**config.mk**
```make
export PLATFORM = sky130hd
export DESIGN_NAME = mem_bus_adapter
export DESIGN_NICKNAME = d
export VERILOG_FILES = /design/src/rtl/mem_bus_adapter.sv
export SDC_FILE = /design/constraint.sdc
export NUM_CORES = 1
export LEC_CHECK = 0
export ABC_AREA = 1
export CORE_ASPECT_RATIO = 1.25
export CORE_UTILIZATION = 51
export CTS_CLUSTER_SIZE = 20
export DETAILED_ROUTE_END_ITERATION = 8
export DONT_BUFFER_PORTS = 1
export PLACE_DENSITY_LB_ADDON = 0.15
export SYNTH_ARGS = -nofsm -noshare
export SYNTH_HDL_FRONTEND = slang
export SYNTH_SLANG_ARGS = --single-unit
export TNS_END_PERCENT = 50
```
**constraint.sdc**
```tcl
create_clock -name clk -period 2.1 [get_ports clk]
set_clock_uncertainty 0.15 [all_clocks]
set_input_delay 0.21 -clock clk [delete_from_list [all_inputs] [get_ports clk]]
set_output_delay 0.21 -clock clk [all_outputs]
set_load 0.02 [all_outputs]
```
**src/rtl/mem_bus_adapter.sv**
```systemverilog
// mem_bus_adapter: data-side memory port for the multicycle RV32I core.
// Turns a one-shot load/store request into a word-aligned, byte-enabled
// req/ack bus transaction and returns extended load data plus status flags.
module mem_bus_adapter #(
  parameter int TIMEOUT_CYCLES = 255,
  parameter int ADDR_W         = 32
) (
  input  logic              clk,
  input  logic              rst,
  input  logic              cpu_rden,
  input  logic              cpu_wren,
  input  logic [ADDR_W-1:0] cpu_addr,
  input  logic [31:0]       cpu_wdata,
  input  logic [2:0]        cpu_funct3,
  output logic [31:0]       cpu_rdata,
  output logic              cpu_done,
  output logic              cpu_busy,
  output logic              cpu_misaligned,
  output logic              cpu_err,
  output logic              mem_req,
  output logic              mem_we,
  output logic [ADDR_W-1:0] mem_addr,
  output logic [3:0]        mem_be,
  output logic [31:0]       mem_wdata,
  input  logic [31:0]       mem_rdata,
  input  logic              mem_ack
);

  localparam int CNT_W = (TIMEOUT_CYCLES > 1) ? $clog2(TIMEOUT_CYCLES + 1) : 1;
  localparam logic [CNT_W-1:0] TMO_LAST = CNT_W'((TIMEOUT_CYCLES > 0) ? TIMEOUT_CYCLES - 1 : 0);

  typedef enum logic [1:0] {IDLE, REQ, DONE} state_t;

  state_t            state, state_next;
  logic              arm;
  logic [ADDR_W-1:0] addr_q;
  logic [2:0]        funct3_q;
  logic              we_q;
  logic [3:0]        be_q;
  logic [31:0]       wdata_q;
  logic [CNT_W-1:0]  tmo_cnt;

  logic        any_req, accept, dual_req, illegal_f3, misalign;
  logic        early_err, early_mis, early;
  logic        timeout_hit;
  logic [1:0]  offs;
  logic [3:0]  be_calc;
  logic [31:0] wdata_calc;
  logic [31:0] rd_shift, load_ext;
  logic [15:0] rd_half;

  // Request decode: acceptance, early-completion causes and lane placement
  always_comb begin
    any_req    = cpu_rden | cpu_wren;
    accept     = (state == IDLE) && arm && any_req;
    dual_req   = cpu_rden & cpu_wren;
    offs       = cpu_addr[1:0];
    if (cpu_wren) begin
      illegal_f3 = !(cpu_funct3 == 3'b000 || cpu_funct3 == 3'b001 || cpu_funct3 == 3'b010);
    end else begin
      illegal_f3 = (cpu_funct3 == 3'b011 || cpu_funct3 == 3'b110 || cpu_funct3 == 3'b111);
    end
    misalign   = ((cpu_funct3[1:0] == 2'b01) && offs[0]) ||
                 ((cpu_funct3[1:0] == 2'b10) && (offs != 2'b00));
    early_err  = dual_req | illegal_f3;
    early_mis  = !early_err && misalign;
    early      = early_err | early_mis;
    be_calc    = 4'b1111;
    wdata_calc = cpu_wdata;
    case (cpu_funct3[1:0])
      2'b00: begin
        be_calc    = 4'b0001 << offs;
        wdata_calc = {4{cpu_wdata[7:0]}};
      end
      2'b01: begin
        be_calc    = offs[1] ? 4'b1100 : 4'b0011;
        wdata_calc = {2{cpu_wdata[15:0]}};
      end
      default: begin
        be_calc    = 4'b1111;
        wdata_calc = cpu_wdata;
      end
    endcase
  end

  // Load extraction from the lane selected by the captured address
  always_comb begin
    rd_shift = mem_rdata >> {addr_q[1:0], 3'b000};
    rd_half  = addr_q[1] ? mem_rdata[31:16] : mem_rdata[15:0];
    case (funct3_q)
      3'b000:  load_ext = {{24{rd_shift[7]}}, rd_shift[7:0]};
      3'b001:  load_ext = {{16{rd_half[15]}}, rd_half};
      3'b100:  load_ext = {24'h0, rd_shift[7:0]};
      3'b101:  load_ext = {16'h0, rd_half};
      default: load_ext = mem_rdata;
    endcase
  end

  assign timeout_hit = (TIMEOUT_CYCLES != 0) && (tmo_cnt == TMO_LAST);

  // State register
  always_ff @(posedge clk) begin
    if (rst) begin
      state <= IDLE;
    end else begin
      state <= state_next;
    end
  end

  // Next-state logic: ack has priority over a simultaneous timeout
  always_comb begin
    state_next = state;
    case (state)
      IDLE: begin
        if (accept) begin
          state_next = early ? DONE : REQ;
        end
      end
      REQ: begin
        if (mem_ack || timeout_hit) begin
          state_next = DONE;
        end
      end
      DONE:    state_next = IDLE;
      default: state_next = IDLE;
    endcase
  end

  // Capture, arm tracking, timeout counting and result registers
  always_ff @(posedge clk) begin
    if (rst) begin
      arm            <= 1'b1;
      addr_q         <= '0;
      funct3_q       <= '0;
      we_q           <= 1'b0;
      be_q           <= '0;
      wdata_q        <= '0;
      tmo_cnt        <= '0;
      cpu_rdata      <= '0;
      cpu_err        <= 1'b0;
      cpu_misaligned <= 1'b0;
    end else begin
      if (accept) begin
        arm            <= 1'b0;
        addr_q         <= cpu_addr;
        funct3_q       <= cpu_funct3;
        we_q           <= cpu_wren;
        be_q           <= be_calc;
        wdata_q        <= wdata_calc;
        tmo_cnt        <= '0;
        cpu_rdata      <= '0;
        cpu_err        <= early_err;
        cpu_misaligned <= early_mis;
      end else if (!any_req) begin
        arm <= 1'b1;
      end
      if (state == REQ) begin
        if (mem_ack) begin
          cpu_rdata <= we_q ? 32'h0 : load_ext;
        end else begin
          tmo_cnt <= tmo_cnt + 1'b1;
          if (timeout_hit) begin
            cpu_err   <= 1'b1;
            cpu_rdata <= '0;
          end
        end
      end
    end
  end

  // Bus and handshake outputs decoded from the current state
  always_comb begin
    mem_req   = (state == REQ);
    mem_we    = (state == REQ) && we_q;
    mem_addr  = (state == REQ) ? {addr_q[ADDR_W-1:2], 2'b00} : '0;
    mem_be    = (state == REQ) ? be_q : 4'b0000;
    mem_wdata = (state == REQ) ? wdata_q : 32'h0;
    cpu_done  = (state == DONE);
    cpu_busy  = (state != IDLE);
  end

endmodule

```
; After elaboration in Yosys (flattened, before gate mapping)
; Cells that the tools add are included.
[word_totals]
inputBits = 104
word_cells = 82
output_inout_bits = 106
ff_bits = 117
[classes]
eq_ne = 16
add_sub_neg = 1
bitwise_logic = 4
muxes = 27
n_shift = 2
n_reduce_logical = 21
[op_table]
columns = cell, n
row1 = $mux 32, 7
row2 = $pmux 32 s4, 1
row3 = $pmux 32 s2, 1
row4 = $shr 32x5->8, 1
row5 = $mux 8, 3
row6 = $mux 16, 1
row7 = $eq 3x3->1 const B, 4
row8 = $add 8x1->8 const B, 1
row9 = $eq 8x8->1 const B, 1
row10 = $mux 4, 2
row11 = $pmux 4 s2, 1
row12 = $mux 1, 7
row13 = $eq 3x1->1 const B, 2
row14 = $eq 3x2->1 const B, 2
row15 = $logic_and 1x1->1, 6
row16 = $logic_not 3->1, 2
row17 = $logic_or 1x1->1, 6
row18 = $mux 2, 3
row19 = $eq 2x1->1 const B, 2
row20 = $eq 2x2->1 const B, 2
row21 = $logic_not 2->1, 2
row22 = $ne 2x1->1 const B, 2
row23 = $pmux 2 s2, 1
row24 = $reduce_bool 2->1, 2
row25 = other kinds (6), 9

; Depth between registers and ports, before layout
[depth]
word_depth = 12
mapped_depth = 9
ltp_nobuf = 8

; Worst setup path before layout
; OpenSTA, ideal clock, no wires.
[synth_path]
path_kind = register to output
from = register state[0]
to = output mem_wdata[11]
path_buffers = 2
path_stages_with_launch = 5
path_slack_ns = 0.609
arrival_ns = 1.131
required_time_ns = 1.740
path_cell_list = dfxtp_1 nand2_2 clkbuf_1 buf_2 nor2_1
[synth_via]
elab_chain_cells = 2
[synth_lines]
columns = element, line_no
row1 = start: declaration, 34  ; state_t state, state_next;
row2 = start signal: assignment, 106  ; state <= state_next;
row3 = $eq 2x1->1, 177  ; mem_wdata = (state == REQ) ? wdata_q : 32'h0;
row4 = $mux 32, 177
row5 = end: declaration, 24  ; output logic [31:0] mem_wdata,
; Every way passes these cells.

; Worst setup path in the final report
[layout_path]
from = register state[1]
to = output mem_wdata[8]
; The elaborated chain is that of the path after synthesis.

==> flow_summary.ini <==
[worst_setup_path]
worst-path-buf-inv = 3
reg_to_reg_slack_setup_ns = 0.18
critical-path-max-stage-delay_ns = 0.35
cpMaxStageDelayCell = sky130_fd_sc_hd__dfxtp_1
worst-path-max-fanout = 65
critical-path-top-delay-family = buffers and inverters
crit_required_ns = 1.74
startpoint_class_of_the_critical_path = register
worst-setup-path-type = reg -> out
critical_path.endpoint_type = primary output
path_cells = inv_2 > nand2_2 > buf_12 > nor2_1 > buf_4
timing.critical_path.arrival_ns = 1.61

[clock_tree]
path_clk_slew_ns = 0.06
cts_tree = done
cts_buffers = 17
postCtsHoldBufs = 100
h-tree-depth = 4
cts_root_buffer = sky130_fd_sc_hd__clkbuf_16
ctsLongestPathBuffers = 2
clock_insertion_delay_worst_skew_ns = 0.41
total_setup_buffers_inserted_after_cts = 0
count_of_instances_resized_after_the_clock_tree_is_built = 0
cts_num_sinks = 117

[layout]
antenna_cells = 0
syn_to_final_growth_pct = 38.4
fillerInstances = 841
finish.utilization = 0.734
nets = 1092
final-seq-area_mm2 = 0.00234
multi_input_comb_area_mm2 = 0.00255
post_route_cells_drive_above_1_share = 0.129

[logic_synthesis]
synth.avg_cell_area_um2 = 6.71
ys_seq_elements = 117
post_synth_main_area_contributors = sky130_fd_sc_hd__dfxtp_1 41%, sky130_fd_sc_hd__a21oi_1 12%, sky130_fd_sc_hd__inv_1 8.2%, sky130_fd_sc_hd__nor2_1 7.4%, sky130_fd_sc_hd__nand2_1 6.6%
fraction_of_registers_with_async_set_reset = 0
synth_edf_count = 0
synth_top_flop_cell = sky130_fd_sc_hd__dfxtp_1
yosysTopAreaCell = sky130_fd_sc_hd__dfxtp_1
yosys.cell_types.count = 31
syn-instance-count = 843
synth_commonest_cells = 137 x sky130_fd_sc_hd__a21oi_1, 123 x sky130_fd_sc_hd__inv_1, 117 x sky130_fd_sc_hd__dfxtp_1
synth-seq-area-share = 0.414
synth_top_area_share = 0.414
synth_most_common_cell = sky130_fd_sc_hd__a21oi_1
synth-warning-count = 0
netlist_area_pre_place_mm2 = 0.00566

[grt]
grt_use_total = 0.306
grt_start_max_net_pins = 66
grt_pass1_vias = 5966
wire_length_of_the_first_global_routing_pass_um = 27500
antenna_found_initial = 0
global_route.overflow_total = 0

[timing]
timing.final.setup_violations = 0
finalHoldViolations = 0
fin_crit_ns = 1.97
maxClockFrequency_ghz = 0.507
max_slew.worst_pin.slew_ns = 0.622
sum_neg_setup_slack_ns = 0
finalCritPeriodShare = 0.940
slew_headroom = 0.585
grt_setup_unrepaired = false
timing_max_transition_violations_final = 0

[floorplanning]
horizontal_extent_of_the_die_um = 96.2
io_pins = 210
die_y_um = 120
rows = 42
floorplan.die_area_mm2 = 0.0115
floorplan.initialDensity = 0.530
core-area_mm2 = 0.0107

[placement]
hpwlAfterDp_um = 10900
port_buffers = 0
gp_routability_congestion = 0.834

[hold_path]
hold_path_class = in -> reg

[power]
design_power_total_uw = 6900
power_dens_cells_mw_per_mm2 = 881
ir_drop_uv = 547
p_leak_uw = 0.00330

[detailed_routing]
drt-vias-per-instance = 5.44
drt_pre_antenna_iters = 5
routed-via-count = 6150
wl_per_cell_um = 15.3
drc_violations_left = 0
route.final.wire_length_um = 17300
first_iter_violations = 399
final_antenna_net_count = 0

[run]
drv_cap = 0

[status]
run_status = finished clean
-- power breakdown --
part | leakage, uW | switching [uW] | internal [uW]
Combinational | 0.00204 | 866 | 485
Sequential | 0.000960 | 121 | 2460
Clock | 0.000300 | 983 | 1990
Total | 0.00330 | 1970 | 4930
-- metrics by stage --
step	worst slack, ns	area (um^2)	instances	hold slack, ns
3_5_place_dp	0.210	6200	999	0.137
3_3_place_gp	0.300	6200	999	0.137
4_1_cts	0.134	7830	1131	0.000926
6_report	0.126	7830	1131	0.00955
5_1_grt	0.0399	7830	1131	0.0298
2_1_floorplan	0.609	5660	844	0.204
-- tightest hold or removal path: cells and delay by family --
| family | cells | cell delay [ns] |
|---|---|---|
| simple gates | 2 | 0.13 |
| compound gates | 2 | 0.17 |
-- logic make-up (layout without fill, tap and decap cells) --
kind of cell | count (synthesis) | in the layout | share of synthesized area
AND/OR/NAND/NOR | 282 | 282 | 0.210
AO/OA/AOI/OAI | 252 | 252 | 0.233
buffers and inverters | 189 | 344 | 0.138
flip-flops | 117 | 117 | 0.414
adder cells (fa/ha/maj) | 2 | 2 | 0.00442
other | 1 | 2 | 0.000663
-- cell usage in the layout (no fill, tap or decap), types with 4 or more instances in the layout --
master,count
sky130_fd_sc_hd__a211oi_1,6
sky130_fd_sc_hd__o22ai_1,9
sky130_fd_sc_hd__clkbuf_16,17
sky130_fd_sc_hd__a31oi_1,4
sky130_fd_sc_hd__o21ai_1,46
sky130_fd_sc_hd__buf_4,76
sky130_fd_sc_hd__o21ai_0,40
sky130_fd_sc_hd__dfxtp_1,117
sky130_fd_sc_hd__a21oi_1,137
sky130_fd_sc_hd__clkbuf_8,4
sky130_fd_sc_hd__nand3_1,48
sky130_fd_sc_hd__inv_2,8
sky130_fd_sc_hd__nand2_1,100
sky130_fd_sc_hd__nand4_1,6
sky130_fd_sc_hd__dlygate4sd3_1,99
sky130_fd_sc_hd__o211ai_1,9
sky130_fd_sc_hd__nor2_1,112
sky130_fd_sc_hd__inv_1,123
sky130_fd_sc_hd__buf_12,4
-- final timing paths --
kind	start	to	depth (start not counted)
hold reg to reg	addr_q[6]$_SDFFE_PP0P_	addr_q[6]$_SDFFE_PP0P_	2
setup reg to reg	state[1]$_SDFFE_PP0P_	cpu_err$_SDFF_PP0_	7
hold / removal	cpu_funct3[1]	cpu_misaligned$_SDFFE_PP0P_	4
setup / recovery	state[1]$_SDFFE_PP0P_	mem_wdata[8]	5
-- cell type report --
class	instances	area share
Tap cell	132	0.0211
Clock inverter	8	0.0155
Timing Repair Buffer	180	0.213
Multi-Input combinational cell	538	0.325
Clock buffer	24	0.0628
Sequential cell	117	0.299
Inverter	132	0.0633
-- state kept, by name, summed over array words and instances (netlist names) --
signal	count
be_q	4
addr_q	32
wdata_q	32
we_q	1
cpu_misaligned	1
cpu_rdata	32
tmo_cnt	8
state	2
cpu_err	1
arm	1
funct3_q	3
-- layer usage --
| layer | part of all wire | track usage | wire length (um) | vias up |
|---|---|---|---|---|
| met5 | 0 | 0 | 0 | - |
| met4 | 0.030 | 0.137 | 516 | 0 |
| met3 | 0.081 | 0.0887 | 1410 | 51 |
| met2 | 0.50 | 0.528 | 8680 | 283 |
| met1 | 0.39 | 0.341 | 6720 | 2804 |
| li1 | - | - | - | 3012 |
(Power assumes the default switching activity.)
